[src/rtl/std_gray_codec.sv]
// Pipelined multi-channel Gray/binary converter with valid/ready flow control.
// Decode spreads the prefix-XOR over STAGES register stages, MSB slice first;
// encode is done in stage 0 and rides the pipe so both modes share one latency.
// An optional step checker flags decode inputs that move by more than one bit.
module std_gray_codec #(
    parameter int DW     = 32,
    parameter int CH     = 1,
    parameter int STAGES = 2,
    parameter int CHECK  = 1
) (
    input  logic             clk,
    input  logic             rst,
    input  logic             in_valid,
    output logic             in_ready,
    input  logic             in_mode,
    input  logic [CH*DW-1:0] in_data,
    output logic             out_valid,
    input  logic             out_ready,
    output logic             out_mode,
    output logic [CH*DW-1:0] out_data,
    output logic [CH-1:0]    out_err,
    output logic [15:0]      err_cnt
);
    localparam int SL = (DW + STAGES - 1) / STAGES;

    logic [STAGES-1:0]            stg_v;
    logic [STAGES-1:0]            stg_mode;
    logic [STAGES-1:0]            load;
    logic [STAGES-1:0][CH*DW-1:0] stg_data;
    logic [STAGES-1:0][CH-1:0]    stg_err;
    logic [CH-1:0]                in_err;
    logic                         accept;

    // A stage may load when it is empty or everything below it advances, so bubbles collapse
    always_comb begin
        logic go;
        go   = out_ready;
        load = '0;
        for (int s = STAGES - 1; s >= 0; s--) begin
            go      = go || !stg_v[s];
            load[s] = go;
        end
    end

    assign in_ready = load[0] && !rst;
    assign accept   = in_valid && in_ready;

    for (genvar s = 0; s < STAGES; s++) begin : g_stage
        // Bit slice resolved here; slices past bit 0 are empty and pass through
        localparam int HI    = DW - 1 - s * SL;
        localparam int LO    = (DW - (s + 1) * SL > 0) ? DW - (s + 1) * SL : 0;
        localparam bit HAS_C = (HI >= 0) && (HI < DW - 1);
        localparam int CI    = HAS_C ? HI + 1 : 0;

        logic             src_v;
        logic             src_mode;
        logic [CH*DW-1:0] src_data;
        logic [CH-1:0]    src_err;
        logic [CH*DW-1:0] data_d;
        logic [CH*DW-1:0] data_q;
        logic [CH-1:0]    err_q;
        logic             v_q;
        logic             mode_q;

        if (s == 0) begin : g_head
            assign src_v    = in_valid;
            assign src_mode = in_mode;
            assign src_data = in_data;
            assign src_err  = in_err;
        end else begin : g_body
            assign src_v    = stg_v[s-1];
            assign src_mode = stg_mode[s-1];
            assign src_data = stg_data[s-1];
            assign src_err  = stg_err[s-1];
        end

        // Resolve this slice from the already-binary bit just above it; encode words pass through
        always_comb begin
            logic c;
            c      = 1'b0;
            data_d = src_data;
            if (s == 0 && src_mode) begin
                for (int ch = 0; ch < CH; ch++)
                    data_d[ch*DW +: DW] = src_data[ch*DW +: DW] ^ (src_data[ch*DW +: DW] >> 1);
            end else if (!src_mode) begin
                for (int ch = 0; ch < CH; ch++) begin
                    c = HAS_C ? src_data[ch*DW + CI] : 1'b0;
                    for (int i = DW - 1; i >= 0; i--) begin
                        if (i <= HI && i >= LO) begin
                            c                  = c ^ src_data[ch*DW + i];
                            data_d[ch*DW + i]  = c;
                        end
                    end
                end
            end
        end

        // Stage register: valid follows every load, payload only moves with a real beat
        always_ff @(posedge clk or posedge rst) begin
            if (rst) begin
                v_q    <= 1'b0;
                mode_q <= 1'b0;
                data_q <= '0;
                err_q  <= '0;
            end else if (load[s]) begin
                v_q <= src_v;
                if (src_v) begin
                    mode_q <= src_mode;
                    data_q <= data_d;
                    err_q  <= src_err;
                end
            end
        end

        assign stg_v[s]    = v_q;
        assign stg_mode[s] = mode_q;
        assign stg_data[s] = data_q;
        assign stg_err[s]  = err_q;
    end

    assign out_valid = stg_v[STAGES-1];
    assign out_mode  = stg_mode[STAGES-1];
    assign out_data  = stg_data[STAGES-1];
    assign out_err   = stg_err[STAGES-1];

    if (CHECK != 0) begin : g_chk
        logic [CH*DW-1:0] hist_q;
        logic             hist_vld_q;
        logic [15:0]      cnt_q;
        logic [15:0]      cnt_d;

        // More than one bit set in the step means the decode input was not a legal Gray move
        always_comb begin
            logic [DW-1:0] x;
            x      = '0;
            in_err = '0;
            for (int ch = 0; ch < CH; ch++) begin
                x          = in_data[ch*DW +: DW] ^ hist_q[ch*DW +: DW];
                in_err[ch] = !in_mode && hist_vld_q && ((x & (x - 1'b1)) != '0);
            end
        end

        // History tracks accepted decode beats only
        always_ff @(posedge clk or posedge rst) begin
            if (rst) begin
                hist_q     <= '0;
                hist_vld_q <= 1'b0;
            end else if (accept && !in_mode) begin
                hist_q     <= in_data;
                hist_vld_q <= 1'b1;
            end
        end

        // Saturating count of output transfers carrying any step error
        always_comb begin
            cnt_d = cnt_q;
            if (out_valid && out_ready && (|out_err) && cnt_q != 16'hFFFF)
                cnt_d = cnt_q + 16'd1;
        end

        // Error counter register
        always_ff @(posedge clk or posedge rst) begin
            if (rst) cnt_q <= '0;
            else     cnt_q <= cnt_d;
        end

        assign err_cnt = cnt_q;
    end else begin : g_nochk
        assign in_err  = '0;
        assign err_cnt = '0;
    end

endmodule

[config.mk]
export PLATFORM = sky130hd
export DESIGN_NAME = std_gray_codec
export DESIGN_NICKNAME = d
export VERILOG_FILES = /design/src/rtl/std_gray_codec.sv
export SDC_FILE = /design/constraint.sdc
export NUM_CORES = 1
export LEC_CHECK = 0
export ABC_AREA = 1
export CORE_MARGIN = 2
export CORE_UTILIZATION = 30
export CTS_CLUSTER_DIAMETER = 50
export CTS_CLUSTER_SIZE = 30
export DETAILED_ROUTE_END_ITERATION = 12
export SLEW_MARGIN = 20
export SYNTH_ARGS = -nofsm -noshare
export SYNTH_HDL_FRONTEND = slang
export SYNTH_SLANG_ARGS = --single-unit
[constraint.sdc]
create_clock -name clk -period 11 [get_ports clk]
set_input_delay 2.2 -clock clk [delete_from_list [all_inputs] [get_ports clk]]
set_output_delay 2.2 -clock clk [all_outputs]
set_load 0.005 [all_outputs]
# Yosys cells after proc, flatten, opt, wreduce, memory -nomap -nowiden

Cells that the tools add are included.

Register bits: 119
Latch bits: 0
Bits in writable memories: 0
Memory bits (read-only): 0
Input port bits: 37
Output and inout port bits: 52
Logic and storage cells: 98
Memories: 0

$add $sub $neg: 2
Multipliers: 0
Divide/modulo/power cells: 0
Magnitude comparators: 0
Equality and inequality tests: 1
Shift operators: 0
Mux-type cells: 33
Bitwise logic cells: 34
Reductions and logical operators: 17

Operators with widths:

| cell                                                | count |
|---|---|
| two-way mux 16 bit                                  | 3 |
| AND 32 bit                                          | 1 |
| nonzero test 32 bit                                 | 1 |
| subtractor 32 x 1 -> 32 bit (second input constant) | 1 |
| bitwise XOR 32 x 31 -> 32 bit                       | 1 |
| bitwise XOR 32 bit                                  | 1 |
| bitwise XOR 1 bit                                   | 31 |
| two-way mux 1 bit                                   | 30 |
| adder 16 x 1 -> 16 bit (second input constant)      | 1 |
| != test 16 bit (second input constant)              | 1 |
| logical AND 1 bit                                   | 8 |
| logical NOT 1 bit                                   | 4 |
| AND reduction 2 bit                                 | 2 |
| logical OR 1 bit                                    | 2 |

# Depth between registers and ports, before layout

Word-level depth: 32
Gate-level depth with buffers: 21
Mapped depth without buffers: 21

# Least setup slack after synthesis

Ideal clock, no wire load.

Kind: input to output
Start point: in rst
End point: out in_ready
Arrival time: 4.939 ns
Required time: 8.800 ns
Path slack: 3.861 ns
Stages on the path: 3
Buffers on the path: 0
Cells stage by stage: inv_1 -> nand2_1 -> inv_1

Word-level cells in the longest chain between the ends: 2

Ends and longest elaborated chain:

| element                     | line | source |
|---|---|---|
| from (decl)                 | 12   | `input logic rst,` |
| logical NOT 1 bit (no line) | n/a  |  |
| logical AND 1 bit           | 45   | `assign in_ready = load[0] && !rst;` |
| to (decl)                   | 14   | `output logic in_ready,` |

Every way passes these cells.

# Worst setup path in the final report

Same ends and word-level chain as after synthesis.

==> results.txt <==
Yosys instantiated no cell more often than nand2_1. The path class of the tightest hold or removal check is flop to flop. Setup repair after global routing left no endpoint under its margin. The tree is rooted in a clkbuf_16. The width of the die is 149 um, and the sequential cell area fraction in the yosys report is 0.471.

After the first detailed-routing iteration, the DRC count stood at 261. The area used by multi-input combinational logic is 0.00304 mm^2, and the initial antenna violation count is 1. The count of buffers added by post-CTS timing repair for setup was 0; the I/O pin count was 89.

Number of enable flip-flop cells after synthesis: 0. The ratio of cells with drive above 1 in the final layout was 0.108; the reported leakage power was 3.73 nW. TritonCTS built the clock tree. Once placement finished, the instance area stood at 0.00750 mm^2. The type of the worst setup path is primary input to output pin. Async set or reset register ratio after synthesis: 1.00. The tools report the reg2reg setup slack as 8730 ps.

The number of cells on the worst hold path was 2. The startpoint identified for the worst register-to-register timing path is err_cnt[0]. In this run the standard cell core region covers 0.0209 mm^2. For this block, the routed nets add up to 14,600 um of wire. At the pin with the least slew margin, the transition time is 970 ps.

The share of the synthesized area in the top cell type works out to 0.471. Setup violations remaining at the end of the flow were counted as 0. The final worst-path cycle share came out at 0.541. Measured in cells, the most critical reg-to-reg path has a length of 13. The tools report the worst-case hold path end point as g_chk.hist_vld_q.

Die outline area: 0.0223 mm^2. Counting the fill cells in the layout gives 2,104. The detail route stage leaves a number of antenna-violating nets equal to 0. The total track usage is 0.141, and the routed wire length on met3 is 681 um. In the routed design, unresolved DRC markers number 0. The critical path starts at rst.

The detailed router put a total of 7260 um of wire on met1. The floorplan has 53 rows. The tools report the effective utilization at floorplan as 0.303. The number of nets in the synthesized netlist is 795. After technology mapping, the gate count stands at 757. The clock arrives with 4.90 ps of skew.

Clock network latency to the later pin of the worst-skew pair: 420 ps. Data arrives at the worst endpoint at 3750 ps. After routing, the total negative slack on setup checks comes to 0 ps. For the count of cell types in the netlist, the log shows 36. The tools report the detailed-router iteration count before antenna repair as 5.

Summing over every cut layer, the via total after detailed routing is 5,079. The worst max-slew margin expressed relative to the limit was 0.353; the number of global-route vias before repair was 4,902. STA classifies the critical path endpoint as an output pin. The run gives 0 as the hold violation count in the final report. The finished cells cover 0.00815 mm^2. The most instantiated flip-flop cell in the synthesis netlist is dfrtp_1. For the max-slew violation total from the final report, the log shows 0. The tools report the number of clock sinks as 119.

The clock tree synthesis step divided the H-tree into 4 levels. Half-perimeter wire length after detailed placement: 10,800 um. The number of antenna repair diodes was 0; the synthesized area per cell was 8.36 um^2.

Across the VDD grid, the largest voltage drop is 0.109 mV. The cell taking the most area after synthesis is dfrtp_1. Synthesized area: 0.00633 mm^2. The total power per unit cell area works out to 214 mW/mm^2. For the number of CTS-inserted buffers, the log shows 17.

The worst setup path is launched from a primary input. The commonest cells after synthesis are 212 x nand2_1, 119 x dfrtp_1, 69 x xor2_1. Based on the critical path, the design can be clocked at up to 0.168 GHz. Summed over all nets, wire length on met2 after detailed routing comes to 6380 um.

The run finished with clean final reports. The average vias per placed instance works out to 4.48. The logs give 76 for the pin count of the biggest net entering global routing and 2 for the number of buffers on the longest clock path. The count of state elements after synthesis works out to 119. The first global-routing pass estimated 24,500 um of wire. Across the whole layout, storage elements account for 0.00298 mm^2.

The tools report the required time of the critical path as 8800 ps. The tools report the terminus of the critical flop-to-flop path as err_cnt[15]. The average wire length per cell after detail routing works out to 12.9 um.

The leftover overflow at the end of global routing was 0. The worst hold path begins at g_chk.hist_vld_q. Of all nets on the critical path, the largest fanout is 47.

The net count of the finished layout is 883. The die is 149 um tall. The tool flagged a number of max-cap violations equal to 0.

The tools report the total of cells resized after clock tree synthesis as 0. The clock-pin transition on the worst setup and hold timing paths is 60 ps. The number of buffers added on ports works out to 88. In the post-synthesis netlist, the biggest area contributors are dfrtp_1 47%, nand2_1 13%, xor2_1 9.5%, o21ai_0 4.9%, mux2_2 3.2%. The final critical path time including I/O delays and setup is 5950 ps, and the synthesis warning total is 0. After clock tree synthesis, the flow added hold-fix buffers numbering 0. Signal routing reaches up to met4. From synthesis to final layout, the design area changed by 28.8%.

At the end of routability-driven placement, the weighted congestion stood at 0.810.
## kinds of logic (layout without fill, tap and decap cells)
logic type,after synthesis,count (layout),synth area share
xor gates and xnor gates,87,87,0.120
buffers and inverters,81,182,0.0492
AOI/OAI and AO/OA,96,96,0.0819
adders and majority gates,1,1,0.00198
DFF,119,119,0.471
muxes,18,18,0.0320
and+or+nand+nor,355,355,0.244
## worst max-delay path, cell delays in order
cell	delay (ps)
clkdlybuf4s50_1	440
inv_4	420
nand2_1	110
inv_1	60
clkdlybuf4s50_1	480
## metrics by stage
step                power, mW   util  cells  setup slack, ps  hold slack [ps]
floorplan               0.922      -    757             3860              423
global placement         1.13  0.359   1101             4980              438
detailed placement       1.14  0.359   1101             4980              444
CTS                      1.76  0.390   1133             4990              459
global route             1.86  0.390   1133             4870              496
finish                   1.74  0.390   1133             5050              457
## layout make-up
cell class                 instances  area share
clock buffer                      17      0.0522
tap                              275      0.0422
inverter                          57      0.0266
sequential                       119       0.365
multi-input combinational        557       0.373
clock inverter                    15      0.0279
timing repair buffer              93       0.113
## registers in the layout, indices dropped and copies added, names as in the netlist
name	cells
g_chk.hist_vld_q	1
out_mode	1
out_data	32
g_stage.mode_q	1
g_stage.data_q	32
err_cnt	16
out_valid	1
g_stage.err_q	1
out_err	1
g_stage.v_q	1
g_chk.hist_q	32
## layout by cell type, fill, tap and decap left out, types with 2 or more instances in the layout
cell,Yosys,routed
inv_2,3,3
nor2_2,4,4
o21ai_0,62,62
clkdlybuf4s50_1,0,88
nand3_2,2,2
nand2_1,212,212
bufinv_16,0,5
o221ai_1,3,3
nor2_1,52,52
nand3b_1,4,4
nand4_1,10,10
clkbuf_16,0,17
o21a_1,2,2
inv_1,53,52
nor4_2,2,2
mux2_2,18,18
o21ai_1,5,5
a21oi_1,16,16
dfrtp_1,119,119
xor2_1,69,69
nor2_4,2,2
nand2_2,22,22
o211ai_1,4,4
xnor2_1,18,18
clkinvlp_4,0,5
nor3_1,6,6
nand3_1,36,36
buf_4,1,5
clkinv_4,0,3
## how the worst max path moves through the flow
stage / end
after floorplan: in_ready
after global placement: in_ready
after detailed placement: in_ready
after CTS: in_ready
after global routing: in_ready
final: in_ready
## routing by layer
metal	up-vias	global-route usage
li1	2619	-
met1	2349	0.189
met2	88	0.214
met3	23	0.0428
met4	0	0.0533
met5	-	0
## report_power, final
| part | internal (mW) | leakage (nW) | total (mW) | switching (mW) |
|---|---|---|---|---|
| Combinational | 0.245 | 1.97 | 0.503 | 0.259 |
| Clock | 0.402 | 0.302 | 0.613 | 0.210 |
| Sequential | 0.548 | 1.46 | 0.625 | 0.0771 |
Power figures use the tool's default switching activity.
